File: src/rtl/k12a_mem_arbiter_if.sv
// K12A memory port bundle: CPU side, DMA/debug side and memory macro side.
// slave = arbiter view, master = CPU/DMA/memory environment view.
interface k12a_mem_arbiter_if;
    logic        cpu_mem_enable;
    logic        cpu_mem_mode;
    logic [15:0] cpu_addr;
    logic [7:0]  cpu_wdata;
    logic [7:0]  cpu_rdata;
    logic        cpu_stall;

    logic        dma_req;
    logic        dma_we;
    logic [15:0] dma_addr;
    logic [7:0]  dma_wdata;
    logic [7:0]  dma_rdata;
    logic        dma_ack;

    logic        mem_enable;
    logic        mem_mode;
    logic [15:0] mem_addr;
    logic [7:0]  mem_wdata;
    logic [7:0]  mem_rdata;

    modport slave (
        input  cpu_mem_enable, cpu_mem_mode, cpu_addr, cpu_wdata,
        output cpu_rdata, cpu_stall,
        input  dma_req, dma_we, dma_addr, dma_wdata,
        output dma_rdata, dma_ack,
        output mem_enable, mem_mode, mem_addr, mem_wdata,
        input  mem_rdata
    );

    modport master (
        output cpu_mem_enable, cpu_mem_mode, cpu_addr, cpu_wdata,
        input  cpu_rdata, cpu_stall,
        output dma_req, dma_we, dma_addr, dma_wdata,
        input  dma_rdata, dma_ack,
        input  mem_enable, mem_mode, mem_addr, mem_wdata,
        output mem_rdata
    );
endinterface

File: src/rtl/k12a_mem_arbiter.sv
// Shares the K12A memory port between the CPU FSM and a DMA/debug requester.
// CPU owns the port by default; DMA gets idle cycles or a forced grant.
module k12a_mem_arbiter #(
    parameter int unsigned BURST_MAX    = 4,
    parameter int unsigned STARVE_LIMIT = 8
) (
    input  logic              clock,
    input  logic              reset,
    k12a_mem_arbiter_if.slave bus
);
    typedef enum logic [1:0] {
        S_CPU     = 2'd0,
        S_DMA     = 2'd1,
        S_HOLDOFF = 2'd2
    } state_t;

    localparam logic [7:0] LP_STARVE = 8'(STARVE_LIMIT);
    localparam logic [7:0] LP_BLAST  = 8'(BURST_MAX - 1);

    state_t     r_state;
    state_t     w_state_nxt;
    logic [7:0] r_wait_cnt;
    logic [7:0] w_wait_nxt;
    logic [7:0] r_burst_cnt;
    logic [7:0] w_burst_nxt;
    logic       w_dma_own;
    logic       w_starved;

    always_ff @(posedge clock) begin
        if (reset) begin
            r_state     <= S_CPU;
            r_wait_cnt  <= 8'd0;
            r_burst_cnt <= 8'd0;
        end else begin
            r_state     <= w_state_nxt;
            r_wait_cnt  <= w_wait_nxt;
            r_burst_cnt <= w_burst_nxt;
        end
    end

    assign w_starved = (r_wait_cnt >= LP_STARVE);

    always_comb begin
        w_state_nxt = r_state;
        w_wait_nxt  = r_wait_cnt;
        w_burst_nxt = r_burst_cnt;
        unique case (r_state)
            S_CPU: begin
                if (!bus.dma_req) begin
                    w_wait_nxt = 8'd0;
                end else if (!bus.cpu_mem_enable || w_starved) begin
                    w_state_nxt = S_DMA;
                    w_wait_nxt  = 8'd0;
                    w_burst_nxt = 8'd0;
                end else begin
                    w_wait_nxt = r_wait_cnt + 8'd1;
                end
            end
            S_DMA: begin
                // Last ack of a burst hands the port back for one cycle.
                if (!bus.dma_req) begin
                    w_state_nxt = S_CPU;
                end else if (r_burst_cnt == LP_BLAST) begin
                    w_state_nxt = S_HOLDOFF;
                    w_burst_nxt = 8'd0;
                end else begin
                    w_burst_nxt = r_burst_cnt + 8'd1;
                end
            end
            S_HOLDOFF: begin
                w_state_nxt = S_CPU;
                w_wait_nxt  = 8'd0;
            end
            default: begin
                w_state_nxt = S_CPU;
                w_wait_nxt  = 8'd0;
                w_burst_nxt = 8'd0;
            end
        endcase
    end

    // Reset forces CPU pass-through so an aborted DMA write never lands.
    assign w_dma_own = (r_state == S_DMA) && !reset;

    always_comb begin
        bus.mem_enable = bus.cpu_mem_enable;
        bus.mem_mode   = bus.cpu_mem_mode;
        bus.mem_addr   = bus.cpu_addr;
        bus.mem_wdata  = bus.cpu_wdata;
        bus.cpu_rdata  = bus.mem_rdata;
        bus.dma_rdata  = bus.mem_rdata;
        bus.cpu_stall  = 1'b0;
        bus.dma_ack    = 1'b0;
        if (w_dma_own) begin
            bus.mem_enable = bus.dma_req;
            bus.mem_mode   = bus.dma_we;
            bus.mem_addr   = bus.dma_addr;
            bus.mem_wdata  = bus.dma_wdata;
            bus.cpu_stall  = 1'b1;
            bus.dma_ack    = bus.dma_req;
        end
    end
endmodule
File: src/flat_wrapper.sv
// flat-port wrapper written by rule: the top's interface ports become plain ports
module k12a_mem_arbiter_flat 
#(
    parameter int unsigned BURST_MAX    = 4,
    parameter int unsigned STARVE_LIMIT = 8
)
  (clock, reset, bus_cpu_mem_enable, bus_cpu_mem_mode, bus_cpu_addr, bus_cpu_wdata, bus_cpu_rdata, bus_cpu_stall, bus_dma_req, bus_dma_we, bus_dma_addr, bus_dma_wdata, bus_dma_rdata, bus_dma_ack, bus_mem_enable, bus_mem_mode, bus_mem_addr, bus_mem_wdata, bus_mem_rdata);
  k12a_mem_arbiter_if bus_i ();
  input  logic clock;
  input  logic reset;
  input wire logic [$bits(bus_i.cpu_mem_enable)-1:0] bus_cpu_mem_enable;
  input wire logic [$bits(bus_i.cpu_mem_mode)-1:0] bus_cpu_mem_mode;
  input wire logic [$bits(bus_i.cpu_addr)-1:0] bus_cpu_addr;
  input wire logic [$bits(bus_i.cpu_wdata)-1:0] bus_cpu_wdata;
  output wire logic [$bits(bus_i.cpu_rdata)-1:0] bus_cpu_rdata;
  output wire logic [$bits(bus_i.cpu_stall)-1:0] bus_cpu_stall;
  input wire logic [$bits(bus_i.dma_req)-1:0] bus_dma_req;
  input wire logic [$bits(bus_i.dma_we)-1:0] bus_dma_we;
  input wire logic [$bits(bus_i.dma_addr)-1:0] bus_dma_addr;
  input wire logic [$bits(bus_i.dma_wdata)-1:0] bus_dma_wdata;
  output wire logic [$bits(bus_i.dma_rdata)-1:0] bus_dma_rdata;
  output wire logic [$bits(bus_i.dma_ack)-1:0] bus_dma_ack;
  output wire logic [$bits(bus_i.mem_enable)-1:0] bus_mem_enable;
  output wire logic [$bits(bus_i.mem_mode)-1:0] bus_mem_mode;
  output wire logic [$bits(bus_i.mem_addr)-1:0] bus_mem_addr;
  output wire logic [$bits(bus_i.mem_wdata)-1:0] bus_mem_wdata;
  input wire logic [$bits(bus_i.mem_rdata)-1:0] bus_mem_rdata;
  assign bus_i.cpu_mem_enable = bus_cpu_mem_enable;
  assign bus_i.cpu_mem_mode = bus_cpu_mem_mode;
  assign bus_i.cpu_addr = bus_cpu_addr;
  assign bus_i.cpu_wdata = bus_cpu_wdata;
  assign bus_cpu_rdata = bus_i.cpu_rdata;
  assign bus_cpu_stall = bus_i.cpu_stall;
  assign bus_i.dma_req = bus_dma_req;
  assign bus_i.dma_we = bus_dma_we;
  assign bus_i.dma_addr = bus_dma_addr;
  assign bus_i.dma_wdata = bus_dma_wdata;
  assign bus_dma_rdata = bus_i.dma_rdata;
  assign bus_dma_ack = bus_i.dma_ack;
  assign bus_mem_enable = bus_i.mem_enable;
  assign bus_mem_mode = bus_i.mem_mode;
  assign bus_mem_addr = bus_i.mem_addr;
  assign bus_mem_wdata = bus_i.mem_wdata;
  assign bus_i.mem_rdata = bus_mem_rdata;
  k12a_mem_arbiter #(.BURST_MAX(BURST_MAX), .STARVE_LIMIT(STARVE_LIMIT)) u_core (.clock(clock), .reset(reset), .bus(bus_i));
endmodule
File: config.mk
export PLATFORM = sky130hd
export DESIGN_NAME = k12a_mem_arbiter_flat
export DESIGN_NICKNAME = d
export VERILOG_FILES = /design/src/rtl/k12a_mem_arbiter_if.sv /design/src/rtl/k12a_mem_arbiter.sv /design/src/flat_wrapper.sv
export SDC_FILE = /design/constraint.sdc
export NUM_CORES = 1
export LEC_CHECK = 0
export ABC_AREA = 1
export CAP_MARGIN = 20
export CORE_MARGIN = 8
export CORE_UTILIZATION = 35
export CTS_CLUSTER_SIZE = 24
export DETAILED_ROUTE_END_ITERATION = 16
export HOLD_SLACK_MARGIN = 0.02
export MAX_ROUTING_LAYER = met4
export PLACE_DENSITY = 0.81
export SYNTH_ARGS = -nofsm -noshare
export SYNTH_HDL_FRONTEND = slang
export SYNTH_SLANG_ARGS = --single-unit
File: constraint.sdc
create_clock -name clock -period 1.75 [get_ports clock]
set_clock_uncertainty 0.2 [all_clocks]
set_input_delay 0.175 -clock clock [delete_from_list [all_inputs] [get_ports clock]]
set_output_delay 0.175 -clock clock [all_outputs]
set_load 0.005 [all_outputs]
==> out/qor.txt <==
CP endpoint kind = output port
I/O pins = 106
met1 usage = 17.3%
Initial Util = 36.8%
crit path kind = reg2out
drt first-iter violations = 77
die height = 81.3 um
most frequent cell after synthesis = nand2_1
Setup TNS = -864 ps
Hold Path Depth = 0
Synth top area share = 28.9%
port bufs = 81
WP data required = 1370 ps
Mapped Area = 1490 um2
Slew Viols, Final = 0
gpl congestion = 0.881
HP Class = in2out
Fin. Hold Viols = 0
status = complete, but fails checks
total global-route track usage = 15.2%
P&R area growth vs syn = 63.7%
antenna violations before repair = 0
PwrDens = 496 nW/um2
clk sink count = 18
syn nets = 312
CTS H-tree depth = 1
failing checks = negative setup slack
HPWL after detailed placement = 3940 um
dominant synthesized flop cell = dfxtp_1
Max Cap Violations = 0
setup ws final = -105 ps
Avg Cell Area, Syn = 6.04 um2
Ant. Diodes = 0
worst vdd ir = 0.000329 V
static leakage = 1.21 nW
CP Max Fanout = 7
root buf cell = clkbuf_8
Max Freq = 539 MHz
Rel. slew slack = 77.5%
Hold Startpoint = bus_mem_rdata[2]
CTS Buffer Depth = 2
minimum clock period = 1860 ps
fillers = 370
met2 Track Usage GR = 25.9%
drt first pass iters = 4
setup-violating endpoint count in the final report = 14
first-pass GRT wire length = 7670 um
Synthesis Warnings = 0
number of enable flip-flop cells after synthesis = 0
Post-synth ARST share = 0%
proportion of layout cells with a drive suffix above 1 = 27.0%
worst reg-to-reg path cell count = 8
wirelength, routed = 5230 um
fin crit share = 106%
share of the yosys chip area belonging to registers = 24.1%
via count = 1687
CP startpoint = u_core.r_state[1]
Worst R2R Start = u_core.r_burst_cnt[0]
Global Route met3 Usage = 3.20%
Slew @ Worst Pin = 336 ps
cts bufs inserted = 3
hold_buf cts = 0
synth cell count leaders = nand2_1 (115), nor2_1 (24), inv_1 (22)
FF+latch count, synth = 18
clk_lat worst skew = 250 ps
synth top area cells = nand2_1 (29%), dfxtp_1 (24%), buf_4 (9.1%)
die width = 81.3 um
vias in the first global route = 1601
CTS tree = done
global routing's busiest layer = met2
crit path DAT = 1480 ps
largest net degree at the start of global routing = 16
post-DR wirelength/cell = 13.9 um
DRC viols = 0
final hold slack = 150 ps
Core ar. = 4060 um2
startpoint types = flop
Vias/cell = 4.49
die area = 6610 um2
Layout Nets = 393
Yosys cell types = 25
Rows = 23
area leader, netlist = nand2_1
ANT nets after route = 0
Gate Count Post-Synth = 247
RSZ-0062 raised after global routing = true
GRT overflow = 0
Clk pin slew, worst setup/hold paths = 60 ps
-- state kept, by name (all words and copies together) (netlist names) --
signal / cells
u_core.r_wait_cnt: 8
u_core.r_state: 2
u_core.r_burst_cnt: 8
-- layer usage --
metal  up-vias  wire [um]
met4         0         91
met3         8        221
li1        891          -
met2        38       2880
met5         -          0
met1       750       2030
-- critical path, cell delays in order (launching register included) --
cell and delay (ps):
dfxtp_2 320, inv_2 50, nand2_2 60, nor2_4 120, buf_6 130, buf_6 110
buf_12 110, buf_12 110, nand2_1 50, nand2_1 50, buf_2 110
-- layout make-up --
| class | count | area [um2] | area share (%) |
|---|---|---|---|
| Timing Repair Buffer | 100 | 952 | 39.0 |
| Multi-Input combinational cell | 179 | 926 | 37.9 |
| Sequential cell | 18 | 362 | 14.8 |
| Inverter | 26 | 100 | 4.10 |
| Tap cell | 50 | 62.6 | 2.56 |
| Clock buffer | 3 | 41.3 | 1.69 |
-- metrics by stage --
step                cells  cell area [um2]  utilization, %  worst slack [ps]  power (W)
CTS                   372             2300            56.8              -163    0.00117
detailed placement    365             2280            56.3              -309   0.000906
floorplan             247             1490               -               378   0.000653
global placement      365             2280            56.3              -300   0.000901
finish                376             2440            60.2              -105    0.00121
global route          376             2440            60.2              -172    0.00128
-- power by group --
| group | switching (W) | total [W] | internal [W] |
|---|---|---|---|
| Sequential | 0.0000107 | 0.000431 | 0.000420 |
| Clock | 0.000136 | 0.000289 | 0.000153 |
| Combinational | 0.000217 | 0.000492 | 0.000275 |
-- path summary, 6_finish.rpt --
path	slack [ps]	end
max reg2reg	210	u_core.r_burst_cnt[6]
min reg2reg	260	u_core.r_wait_cnt[4]
max	-110	bus_mem_addr[11]
min	150	bus_cpu_rdata[2]
-- cells in the final DEF (no fill, tap or decap), types with 2 or more instances in the layout --
master / n
buf_4: 9
nor2_4: 2
nand2_1: 93
nor2_1: 23
buf_2: 11
buf_6: 11
nor3_1: 5
clkbuf_8: 3
buf_12: 3
ha_1: 3
nand4_1: 4
clkdlybuf4s50_1: 52
clkbuf_2: 10
dfxtp_1: 17
nand3_1: 7
inv_1: 22
xor2_1: 3
nand2_4: 7
a21oi_1: 3
inv_2: 3
nand2_2: 20
-- logic make-up after synthesis --
family / share of synthesized area (%)
flops: 24.1
buf+inv: 19.3
fa+ha+maj: 2.51
compound gates: 4.28
xor+xnor: 1.76
simple gates: 48.0
-- repair_timing --
item / in CTS / in global routing
buffers inserted: 3 / 3
cloned: 1 / 1
pin swaps: 1 / 15
endpoints found under the setup margin: 28 / 27
gates resized for setup: 84 / 60
Power figures use the tool's default switching activity.
